--- config.mk ---
export PLATFORM = sky130hd
export DESIGN_NAME = dmem_bridge
export DESIGN_NICKNAME = d
export VERILOG_FILES = /design/src/rtl/dmem_bridge.sv
export SDC_FILE = /design/constraint.sdc
export NUM_CORES = 1
export LEC_CHECK = 0
export BUFFER_PORTS_ARGS = -buffer_cell sky130_fd_sc_hd__buf_2
export CAP_MARGIN = 20
export CORE_AREA = 2 2 139 141
export DETAILED_ROUTE_END_ITERATION = 10
export DIE_AREA = 0 0 141 143
export PLACE_DENSITY = 0.65
export SYNTH_ARGS = -nofsm -noshare
export SYNTH_HDL_FRONTEND = slang
export SYNTH_SLANG_ARGS = --single-unit
--- constraint.sdc ---
create_clock -name clk -period 2.8 [get_ports clk]
set_input_delay 0.56 -clock clk [delete_from_list [all_inputs] [get_ports clk]]
set_output_delay 0.56 -clock clk [all_outputs]
set_load 0.05 [all_outputs]
--- src/rtl/dmem_bridge.sv ---
// dmem_bridge: turns MEM-stage data-memory requests into single-beat
// transactions on a variable-latency handshake bus. The pipeline is held
// via mem_stall until the access completes. Bus errors, timeouts and
// misaligned accesses are reported through sticky status outputs.
module dmem_bridge #(
    parameter int unsigned TIMEOUT  = 255,
    parameter logic [31:0] ERR_DATA = 32'h0000_0000
) (
    input  logic        clk,
    input  logic        rst_n,
    input  logic        mem_ren,
    input  logic        mem_wen,
    input  logic [31:0] mem_addr,
    input  logic [31:0] mem_dout,
    input  logic        pipe_adv,
    output logic [31:0] mem_din,
    output logic        mem_stall,
    output logic        bus_cyc,
    output logic        bus_stb,
    output logic        bus_we,
    output logic [31:0] bus_addr,
    output logic [31:0] bus_wdata,
    input  logic [31:0] bus_rdata,
    input  logic        bus_ack,
    input  logic        bus_err,
    output logic        mem_err,
    output logic [31:0] err_addr,
    output logic [1:0]  err_cause
);

    typedef enum logic [1:0] {
        IDLE,
        BUSY,
        DONE
    } state_t;

    localparam logic [15:0] TMO_LAST = 16'(TIMEOUT - 1);

    localparam logic [1:0] CAUSE_BUS = 2'b01;
    localparam logic [1:0] CAUSE_TMO = 2'b10;
    localparam logic [1:0] CAUSE_MIS = 2'b11;

    state_t      state, state_nxt;
    logic [15:0] tmo_cnt;

    logic req;
    logic misaligned;
    logic start_acc;
    logic mis_fail;
    logic bus_ok;
    logic bus_fail;
    logic tmo_fail;
    logic busy_end;

    assign req        = mem_ren | mem_wen;
    assign misaligned = |mem_addr[1:0];

    // State register
    always_ff @(posedge clk or negedge rst_n) begin
        if (!rst_n) begin
            state <= IDLE;
        end else begin
            state <= state_nxt;
        end
    end

    // Next-state, stall and completion-event decode
    always_comb begin
        state_nxt = state;
        mem_stall = 1'b0;
        start_acc = 1'b0;
        mis_fail  = 1'b0;
        bus_ok    = 1'b0;
        bus_fail  = 1'b0;
        tmo_fail  = 1'b0;
        case (state)
            IDLE: begin
                if (req) begin
                    mem_stall = 1'b1;
                    if (misaligned) begin
                        mis_fail  = 1'b1;
                        state_nxt = DONE;
                    end else begin
                        start_acc = 1'b1;
                        state_nxt = BUSY;
                    end
                end
            end
            BUSY: begin
                mem_stall = 1'b1;
                // err beats ack; timeout only fires when neither arrived
                if (bus_err) begin
                    bus_fail = 1'b1;
                end else if (bus_ack) begin
                    bus_ok = 1'b1;
                end else if (tmo_cnt == TMO_LAST) begin
                    tmo_fail = 1'b1;
                end
                if (bus_err || bus_ack || (tmo_cnt == TMO_LAST)) begin
                    state_nxt = DONE;
                end
            end
            DONE: begin
                if (pipe_adv) begin
                    state_nxt = IDLE;
                end
            end
            default: begin
                state_nxt = IDLE;
            end
        endcase
        // Stall must drop as soon as reset asserts, even with a request pending
        mem_stall = mem_stall & rst_n;
    end

    assign busy_end = bus_ok | bus_fail | tmo_fail;

    // Bus request registers: launched in IDLE, held through BUSY
    always_ff @(posedge clk or negedge rst_n) begin
        if (!rst_n) begin
            bus_cyc   <= 1'b0;
            bus_stb   <= 1'b0;
            bus_we    <= 1'b0;
            bus_addr  <= '0;
            bus_wdata <= '0;
        end else if (start_acc) begin
            bus_cyc   <= 1'b1;
            bus_stb   <= 1'b1;
            bus_we    <= mem_wen;
            bus_addr  <= {mem_addr[31:2], 2'b00};
            bus_wdata <= mem_dout;
        end else if (busy_end) begin
            bus_cyc <= 1'b0;
            bus_stb <= 1'b0;
        end
    end

    // Wait-cycle counter: cleared on launch, counts every BUSY cycle
    always_ff @(posedge clk or negedge rst_n) begin
        if (!rst_n) begin
            tmo_cnt <= '0;
        end else if (start_acc) begin
            tmo_cnt <= '0;
        end else if (state == BUSY) begin
            tmo_cnt <= tmo_cnt + 16'd1;
        end
    end

    // Read data return: updated only when a read completes
    always_ff @(posedge clk or negedge rst_n) begin
        if (!rst_n) begin
            mem_din <= '0;
        end else if (bus_ok && !bus_we) begin
            mem_din <= bus_rdata;
        end else if ((bus_fail || tmo_fail) && !bus_we) begin
            mem_din <= ERR_DATA;
        end else if (mis_fail && mem_ren && !mem_wen) begin
            mem_din <= ERR_DATA;
        end
    end

    // Sticky error capture: the first failing access wins
    always_ff @(posedge clk or negedge rst_n) begin
        if (!rst_n) begin
            mem_err   <= 1'b0;
            err_addr  <= '0;
            err_cause <= 2'b00;
        end else if (!mem_err) begin
            if (mis_fail) begin
                mem_err   <= 1'b1;
                err_addr  <= mem_addr;
                err_cause <= CAUSE_MIS;
            end else if (bus_fail) begin
                mem_err   <= 1'b1;
                err_addr  <= mem_addr;
                err_cause <= CAUSE_BUS;
            end else if (tmo_fail) begin
                mem_err   <= 1'b1;
                err_addr  <= mem_addr;
                err_cause <= CAUSE_TMO;
            end
        end
    end

endmodule

==> flow_summary.json <==
{
  "placeableCoreArea_sq_um": 18600,
  "globalplace.congestion": 0.782,
  "power.leakage_nw": 4.54,
  "h_tree_depth": 4,
  "routed_wire_length_per_instance_um": 17.2,
  "synth.distinct_cells": 39,
  "worst_r2r_endpoint": "err_addr[0]$_DFFE_PN0P_",
  "clk_latency_ns": 0.43,
  "worstRegToRegCells": 7,
  "vias_in_the_first_global_route": 5691,
  "antenna_found_initial": 2,
  "part_of_the_yosys_area_used_for_sequential_elements": 0.582,
  "cts_buffers": 17,
  "filler_cell_count": 1786,
  "critPathCapture": "err_addr[0]$_DFFE_PN0P_",
  "final-max-slew-violation-count": 0,
  "worstReg2RegStart": "tmo_cnt[0]$_DFFE_PN0P_",
  "max_freq_ghz": 0.431,
  "dpl.hpwl_mm": 12.9,
  "setup_viol": 0,
  "fin_crit_sh": 0.828,
  "syn_to_final_growth_pct": 31.6,
  "dpl-instance-area_sq_um": 7850,
  "worst-slew-pin-transition_ns": 1.06,
  "synth.yosys.warnings": 0,
  "port-buffer-count": 235,
  "initialDrtViolationCount": 408,
  "detail_route.first_pass.iterations": 4,
  "layoutNonFillerInstCount": 1122,
  "ctsResizeCount": 0,
  "count_of_clock_tree_sinks": 149,
  "antenna_violating_nets_post_route": 0,
  "tritoncts_clock_tree": "built",
  "starting_density_of_the_core": 0.345,
  "detail_route.wirelength_mm": 19.3,
  "clkTransAtPathRegs_ns": 0.06,
  "p_total_mw": 10.0,
  "cp-startpoint": "tmo_cnt[0]$_DFFE_PN0P_",
  "top_library_cells_by_usage_in_the_layout_fill_and_taps_aside": "buf_2, nand2_1, dfrtp_1",
  "mappedNetlistArea_sq_um": 6410,
  "synthesis_stage_register_bit_count": 149,
  "synth-main-ff-cell": "dfrtp_1",
  "run_status": "complete, no violations",
  "nature_of_the_critical_path_endpoint": "flip-flop",
  "post-cts-setup-buffers": 0,
  "clk_buf_depth": 2,
  "rsz0062_at_grt": "false",
  "die_h_um": 143,
  "regToRegSetupSlack_ns": 0.48,
  "slew_headroom": 0.293,
  "nNetsFinal": 979,
  "post_route_cells_drive_above_1_share": 0.333,
  "finalWorstPathRequiredPeriod_ns": 2.32,
  "tns_ns": 0,
  "cts_root_buffer": "clkbuf_16",
  "floorplan.io_pins": 238,
  "holdBufCountCts": 0,
  "final_cell_area_sq_um": 8430,
  "startpoint_type": "flip-flop",
  "timing.max_cap.violations": 0,
  "required_ns": 3.10,
  "grt_pass1_wl_mm": 30.6,
  "maximum_ir_drop_on_the_vdd_rail_mv": 0.504,
  "track_usage": 0.195,
  "global_route.overflow_total": 0,
  "layout.cells.most_common": "buf_2",
  "worst_setup_path_category": "flip-flop to flip-flop",
  "postSynth.asyncResetShare": 1.00,
  "grt_max_degree": 150,
  "mapped_avg_cell_area_sq_um": 9.78,
  "die_footprint_sq_um": 20200,
  "synth_cells": 655,
  "cell_pwr_density_nw_per_um2": 1190,
  "drc": 0,
  "worst_clock_skew_ns": 0.0160,
  "crit_path_max_fanout": 22,
  "placedCellCount": 1089,
  "via_count_of_the_routed_design": 5714,
  "die_width_um": 141,
  "floorplan.rows": 50,
  "timing_hold_violations_final": 0,
  "mean_number_of_vias_per_cell": 5.09,
  "worstPathArrival_ns": 2.62,
  "min-delay-path-class": "primary input to async pin",
  "number_of_synthesized_flops_with_an_enable_pin": 0
}
[synth_stat cells, types with 2 or more instances]
cell type / n / share of area
buf_2: 4 / 0.0031
nor2b_1: 2 / 0.0020
nor3_1: 5 / 0.0039
dfrtp_1: 149 / 0.58
o41ai_1: 3 / 0.0041
buf_4: 6 / 0.0070
or3_1: 3 / 0.0029
inv_1: 4 / 0.0023
a22o_1: 33 / 0.045
a32oi_1: 32 / 0.044
clkbuf_1: 43 / 0.025
xor2_1: 3 / 0.0041
nor4_1: 7 / 0.0068
a21oi_1: 3 / 0.0023
nand3b_1: 4 / 0.0047
xnor2_1: 9 / 0.012
nand2_1: 193 / 0.11
nor3b_1: 3 / 0.0035
nand3_1: 37 / 0.029
and3_1: 33 / 0.032
nand4_1: 5 / 0.0049
ha_1: 2 / 0.0039
o21ai_1: 20 / 0.016
nor2_1: 20 / 0.012
o21ai_0: 15 / 0.012
nand2b_1: 4 / 0.0039
[cell families (layout without fill, tap and decap cells)]
| kind of cell | Yosys count | count (layout) | synth area share |
|---|---|---|---|
| XOR/XNOR | 12 | 12 | 0.0164 |
| AND/OR/NAND/NOR | 322 | 322 | 0.229 |
| AO/OA/AOI/OAI | 110 | 110 | 0.128 |
| flip-flops | 149 | 149 | 0.582 |
| multiplexers | 1 | 1 | 0.00156 |
| other | 1 | 3 | 0.000585 |
| adder cells (fa/ha/maj) | 2 | 2 | 0.00391 |
| buffers and inverters | 58 | 289 | 0.0383 |
[how the worst min path moves through the flow]
stage	slack, ns	start	cells past startpoint	end
2_1_floorplan	0.26	rst_n	0	bus_addr[10]$_DFFE_PN0P_
3_3_place_gp	0.45	bus_wdata[19]$_DFFE_PN0P_	2	bus_wdata[19]$_DFFE_PN0P_
3_5_place_dp	0.46	bus_wdata[10]$_DFFE_PN0P_	2	bus_wdata[10]$_DFFE_PN0P_
4_1_cts	0.30	mem_dout[9]	3	bus_wdata[9]$_DFFE_PN0P_
5_1_grt	0.31	mem_dout[31]	3	bus_wdata[31]$_DFFE_PN0P_
6_report	0.31	rst_n	2	mem_din[26]$_DFFE_PN0P_
[stage by stage]
stage	hold WS [ns]	setup slack [ns]	util
2_1_floorplan	0.264	0.382	-
3_3_place_gp	0.453	0.498	0.422
3_5_place_dp	0.456	0.437	0.422
4_1_cts	0.305	0.451	0.454
5_1_grt	0.312	0.320	0.454
6_report	0.306	0.481	0.454
[state kept, by name, summed over array words and instances, names as in the netlist]
signal     cells
bus_we         1
bus_wdata     32
err_addr      32
state          2
bus_addr      30
err_cause      2
mem_err        1
bus_stb        1
tmo_cnt       16
mem_din       32
[critical path, cell delays in order, from the launching register on]
cell and delay, ns:
dfrtp_1 0.43, inv_1 0.08, ha_1 0.14, or4b_1 0.49, nor4_4 0.41, and3_1 0.24, buf_4 0.27, o21ai_0 0.13
[metal layers]
layer / GRT usage / part of all wire
met1: 0.260 / 0.44
met2: 0.303 / 0.47
met3: 0.0520 / 0.071
met4: 0.0816 / 0.018
met5: 0 / 0
[where the power goes]
group          internal [mW]  leakage (nW)  total, mW  switching [mW]
clock                   1.26         0.281       2.27            1.01
sequential              2.88          1.94       3.31           0.431
combinational          0.954          2.32       4.46            3.51
total                   5.09          4.54       10.0            4.95
[final cells by class]
type,instances,area [sq um],share of cell area
Inverter,4,15.0,0.00178
Antenna cell,1,2.50,0.000297
Tap cell,234,293,0.0347
Clock inverter,15,155,0.0184
Timing Repair Buffer,253,1330,0.158
Clock buffer,17,425,0.0505
Sequential cell,149,3730,0.442
Multi-Input combinational cell,449,2480,0.294
No activity file was read; power rests on OpenSTA's default activity.
